`config.mk`:
```
export PLATFORM = sky130hd
export DESIGN_NAME = seq_gen
export DESIGN_NICKNAME = d
export VERILOG_FILES = /design/src/rtl/seq_pkg.sv /design/src/rtl/seq_down_cnt.sv /design/src/rtl/seq_gen.sv
export SDC_FILE = /design/constraint.sdc
export NUM_CORES = 1
export LEC_CHECK = 0
export CORE_MARGIN = 1
export CORE_UTILIZATION = 53
export DETAILED_ROUTE_END_ITERATION = 8
export GPL_TIMING_DRIVEN = 0
export PLACE_DENSITY = 0.83
export SETUP_SLACK_MARGIN = 0.15
export SYNTH_ARGS = -nofsm -noshare
export SYNTH_HDL_FRONTEND = slang
export SYNTH_SLANG_ARGS = --single-unit
export TNS_END_PERCENT = 1
```
`constraint.sdc`:
```
create_clock -name clk -period 2.2 [get_ports clk]
set_clock_uncertainty 0.15 [all_clocks]
set_input_delay 0.66 -clock clk [delete_from_list [all_inputs] [get_ports clk]]
set_output_delay 0.66 -clock clk [all_outputs]
set_load 0.02 [all_outputs]
```
`src/rtl/seq_pkg.sv`:
```
// Shared definitions for the serial pattern generator: state encoding and
// default pattern parameters.
package seq_pkg;

  typedef enum logic [1:0] {
    ST_IDLE = 2'd0,
    ST_SEND = 2'd1,
    ST_GAP  = 2'd2,
    ST_DONE = 2'd3
  } state_t;

  localparam int          DEF_SEQ_LEN = 7;
  localparam logic [31:0] DEF_SEQ     = 32'b1110010;
  localparam int          DEF_GAP_LEN = 2;

endpackage

```
`src/rtl/seq_down_cnt.sv`:
```
// Loadable down-counter that saturates at zero and flags when it is empty.
module seq_down_cnt #(
  parameter int W = 4
) (
  input  logic         clk,
  input  logic         reset,
  input  logic         load,
  input  logic [W-1:0] load_val,
  input  logic         dec,
  output logic [W-1:0] count,
  output logic         zero
);

  always_ff @(posedge clk or negedge reset) begin
    if (!reset) begin
      count <= '0;
    end else if (load) begin
      count <= load_val;
    end else if (dec && (count != '0)) begin
      count <= count - W'(1);
    end
  end

  assign zero = (count == '0);

endmodule

```
`src/rtl/seq_gen.sv`:
```
// Burst serial pattern generator: sends SEQ MSB first, rep_cnt times per burst,
// with GAP_LEN fill cycles between repetitions and a one-cycle done pulse.
module seq_gen
  import seq_pkg::*;
#(
  parameter int                 SEQ_LEN = DEF_SEQ_LEN,
  parameter logic [SEQ_LEN-1:0] SEQ     = DEF_SEQ[SEQ_LEN-1:0],
  parameter int                 GAP_LEN = DEF_GAP_LEN
) (
  input  logic       clk,
  input  logic       reset,
  input  logic       start,
  input  logic [3:0] rep_cnt,
  input  logic       abort,
  output logic       out,
  output logic       valid,
  output logic       busy,
  output logic       done,
  output logic [1:0] state
);

  localparam int              BW      = (SEQ_LEN > 1) ? $clog2(SEQ_LEN) : 1;
  localparam logic [BW-1:0]   BIT_TOP = BW'(SEQ_LEN - 1);
  localparam logic [3:0]      GAP_TOP = (GAP_LEN > 0) ? 4'(GAP_LEN - 1) : 4'd0;

  state_t state_reg, state_next;

  logic          bit_load, bit_dec, bit_zero;
  logic [BW-1:0] bit_val, bit_count;
  logic          rep_load, rep_dec, rep_zero;
  logic [3:0]    rep_val, unused_rep_count;
  logic          gap_load, gap_dec, gap_zero;
  logic [3:0]    gap_val, unused_gap_count;

  always_ff @(posedge clk or negedge reset) begin
    if (!reset) begin
      state_reg <= ST_IDLE;
    end else begin
      state_reg <= state_next;
    end
  end

  // The repetition counter holds repetitions still owed after the current one.
  always_comb begin
    state_next = state_reg;
    bit_load   = 1'b0;
    bit_val    = BIT_TOP;
    bit_dec    = 1'b0;
    rep_load   = 1'b0;
    rep_val    = (rep_cnt == 4'd0) ? 4'd0 : rep_cnt - 4'd1;
    rep_dec    = 1'b0;
    gap_load   = 1'b0;
    gap_val    = GAP_TOP;
    gap_dec    = 1'b0;
    if (abort) begin
      state_next = ST_IDLE;
      bit_load   = 1'b1;
      bit_val    = '0;
      rep_load   = 1'b1;
      rep_val    = 4'd0;
      gap_load   = 1'b1;
      gap_val    = 4'd0;
    end else begin
      case (state_reg)
        ST_IDLE, ST_DONE: begin
          if (start) begin
            state_next = ST_SEND;
            bit_load   = 1'b1;
            rep_load   = 1'b1;
          end else begin
            state_next = ST_IDLE;
          end
        end
        ST_SEND: begin
          if (!bit_zero) begin
            bit_dec = 1'b1;
          end else if (rep_zero) begin
            state_next = ST_DONE;
          end else begin
            rep_dec = 1'b1;
            if (GAP_LEN > 0) begin
              state_next = ST_GAP;
              gap_load   = 1'b1;
            end else begin
              bit_load = 1'b1;
            end
          end
        end
        ST_GAP: begin
          if (gap_zero) begin
            state_next = ST_SEND;
            bit_load   = 1'b1;
          end else begin
            gap_dec = 1'b1;
          end
        end
        default: state_next = ST_IDLE;
      endcase
    end
  end

  seq_down_cnt #(.W(BW)) u_bit_cnt (
    .clk(clk), .reset(reset), .load(bit_load), .load_val(bit_val),
    .dec(bit_dec), .count(bit_count), .zero(bit_zero)
  );

  seq_down_cnt #(.W(4)) u_rep_cnt (
    .clk(clk), .reset(reset), .load(rep_load), .load_val(rep_val),
    .dec(rep_dec), .count(unused_rep_count), .zero(rep_zero)
  );

  seq_down_cnt #(.W(4)) u_gap_cnt (
    .clk(clk), .reset(reset), .load(gap_load), .load_val(gap_val),
    .dec(gap_dec), .count(unused_gap_count), .zero(gap_zero)
  );

  // Outputs decode registered state only, so start never reaches them combinationally.
  always_comb begin
    out = 1'b0;
    case (state_reg)
      ST_SEND: out = SEQ[bit_count];
      ST_GAP:  out = ~SEQ[SEQ_LEN-1];
      default: out = 1'b0;
    endcase
  end

  assign valid = (state_reg == ST_SEND);
  assign busy  = (state_reg == ST_SEND) || (state_reg == ST_GAP);
  assign done  = (state_reg == ST_DONE);
  assign state = state_reg;

endmodule

```
==> impl_metrics.ini <==
[logic_synthesis]
avgSynthCellArea_um2 = 9.42
muxShareOfSynthArea = 0.0104
synth.net_count = 121
yosysWarnings = 0
ys_types = 31
synth_area_um2 = 961
synth-simple-area-share = 0.194
syn_inst = 102
synth_xor_area_frac = 0.0638
seq_area_frac_synth = 0.339
synthAdderAreaFrac = 0.143
yosys-top-cells-area = dfrtp_1, ha_1, inv_1
synth-compound-area-share = 0.184
synth-seq-cells = 13
synth_top_family_by_area = simple AND/OR/NAND/NOR gates
yosysTopAreaCellShare = 0.339
yosysTopAreaCell = dfrtp_1

[clocking]
cts.path.max_buffers = 2
insertion_delay_ns = 0.28
h-tree-depth = 1
cts.sinks = 13
cts.clk_slew.worst_paths_ns = 0.08
cts_buffers = 3
root_buffer = clkbuf_4
cts_tree = built
hold_buffers = 0

[routing]
first_iter_violations = 28
dr.pass1.iters = 4
drt_wl_total_um = 1940
vias_per_cell = 5.54
vias = 814
drc = 0
ant_nets = 0
wl_per_cell_um = 13.2

[grt]
grt.total_usage = 0.223
grt_max_degree = 14
first_global_vias = 777
antenna_found_initial = 0
grt_pass1_wl_um = 3260
grt_overflow = 0

[floorplan]
ios = 14
core_mm2 = 0.00171
start_util = 0.563
rows = 15
die_w_um = 44.6
die_h_um = 44.6
die-area_mm2 = 0.00199

[cells_and_area]
fill_cells = 135
diodes = 0
multiInputGateArea_um2 = 599
fin_util = 0.699
final_nets = 142
synthToLayoutAreaGrowth_pct = 24.2
final_common_cell = inv_1
largestRegisters = u_gap_cnt.count: 4 flops, u_rep_cnt.count: 4 flops, u_bit_cnt.count: 3 flops
final_cell_mix = inv_1, dfrtp_1, nor2_1, ha_1, clkdlybuf4s50_1
final_cell_area_mm2 = 0.00119
drive_above_1_share = 0.205
seqCellArea_um2 = 327

[sta]
setup_ws_ns = 0.0519
hold_slack_ns = 0.389
period_minus_slack_ns = 2.15
finalSetupViolCount = 0
report.final.slew_viol_count = 0
grt_setup_unrepaired = yes
timing.final.hold_violations = 0
slew_headroom = 0.589
fin_crit_sh = 0.976
fmax_mhz = 466
worst_pin_slew_ns = 0.614

[critical_path]
critical_path_arrival_ns = 1.34
critPathLaunch = state[1]
r2r-start = state[0]
cp.required_ns = 1.39
worstSetupPathType = flip-flop to primary output
cp-start-kind = flip-flop
cpPeakStageDelay_ns = 0.45
crit_fanout = 5
crit_chain = inv_2 > ha_4 > dlygate4sd2_1
critical-path-slowest-cell = dfrtp_1
cp-end-kind = primary output

[min_path]
hold_start = u_rep_cnt.count[1]
holdCritPathClass = flip-flop to flip-flop

[placement]
place_ws_ns = -0.219
gp_congestion = 0.763
io_buffers = 13
place_area_mm2 = 0.00113
dp_hpwl_um = 1430

[pwr]
ir_drop_mv = 0.498
p_per_area_mw_per_mm2 = 966
p_leak_nw = 0.554
p_total_mw = 1.15

[job]
drv_cap = 0

[run_status]
outcome = complete, no violations
[layout make-up]
type                    count  share of cell area
well taps                  25              0.0262
flip-flops and latches     13               0.274
inverters                  16              0.0503
clock buffers               4              0.0220
multi-input cells          72               0.502
repair buffers             16               0.123
plain buffers               1             0.00314
[metal layers]
metal	part of all wire	global-route usage	vias to the layer above
met5	0	0	-
met4	0.022	0.0788	0
met3	0.037	0.0245	8
met2	0.51	0.409	28
met1	0.43	0.268	391
li1	-	-	387
[synth_stat cells (all sizes together)]
cell type  instances
a2111oi            1
a211oi             1
a21oi              6
a221oi             1
a22oi              1
a311o              2
a31oi              2
and2               1
clkbuf             1
dfrtp             13
ha                11
inv               16
mux2i              1
nand2              5
nand2b             3
nand3              3
nor2              11
nor3               6
nor3b              1
nor4b              1
o21ai              1
o221a              1
o22a               2
o32ai              1
or2                2
or3b               1
xnor2              4
xor2               3
[per-stage QoR]
step,setup TNS (ns),cells
6_report,0,147
5_1_grt,0,147
4_1_cts,0,147
3_5_place_dp,-0.767,140
3_3_place_gp,-0.617,140
2_1_floorplan,0,102
[worst paths after layout]
path / end / slack [ns] / cells past startpoint
min in group asynchronous: u_gap_cnt.count[2] / 0.61 / 1
setup / recovery: valid / 0.05 / 3
setup reg to reg: u_rep_cnt.count[3] / 0.26 / 6
max in group asynchronous: state[0] / 0.85 / 1
hold reg to reg: u_rep_cnt.count[1] / 0.39 / 1
hold / removal: u_rep_cnt.count[1] / 0.39 / 1
[kinds of logic after synthesis]
logic type,count (synthesis)
AO/OA/AOI/OAI,19
flip-flops,13
adder cells (fa/ha/maj),11
AND/OR/NAND/NOR,34
XOR/XNOR,7
multiplexers,1
buffers and inverters,17
[critical path: cells and delay by family, from the launching register on]
kind	cells	cell delay, ns
flops	1	0.45
fa+ha+maj	1	0.17
buf+inv	2	0.45
[where the power goes]
part	internal, mW	switching [mW]
clock network	0.0703	0.0795
logic	0.291	0.356
registers	0.294	0.0626
[repair_timing]
item                       in CTS  in global routing
setup buffers                   3                  0
setup endpoints to repair       7                  8
gates resized for setup        17                  3
hold endpoints to repair        0                  0
Power figures use the tool's default switching activity.
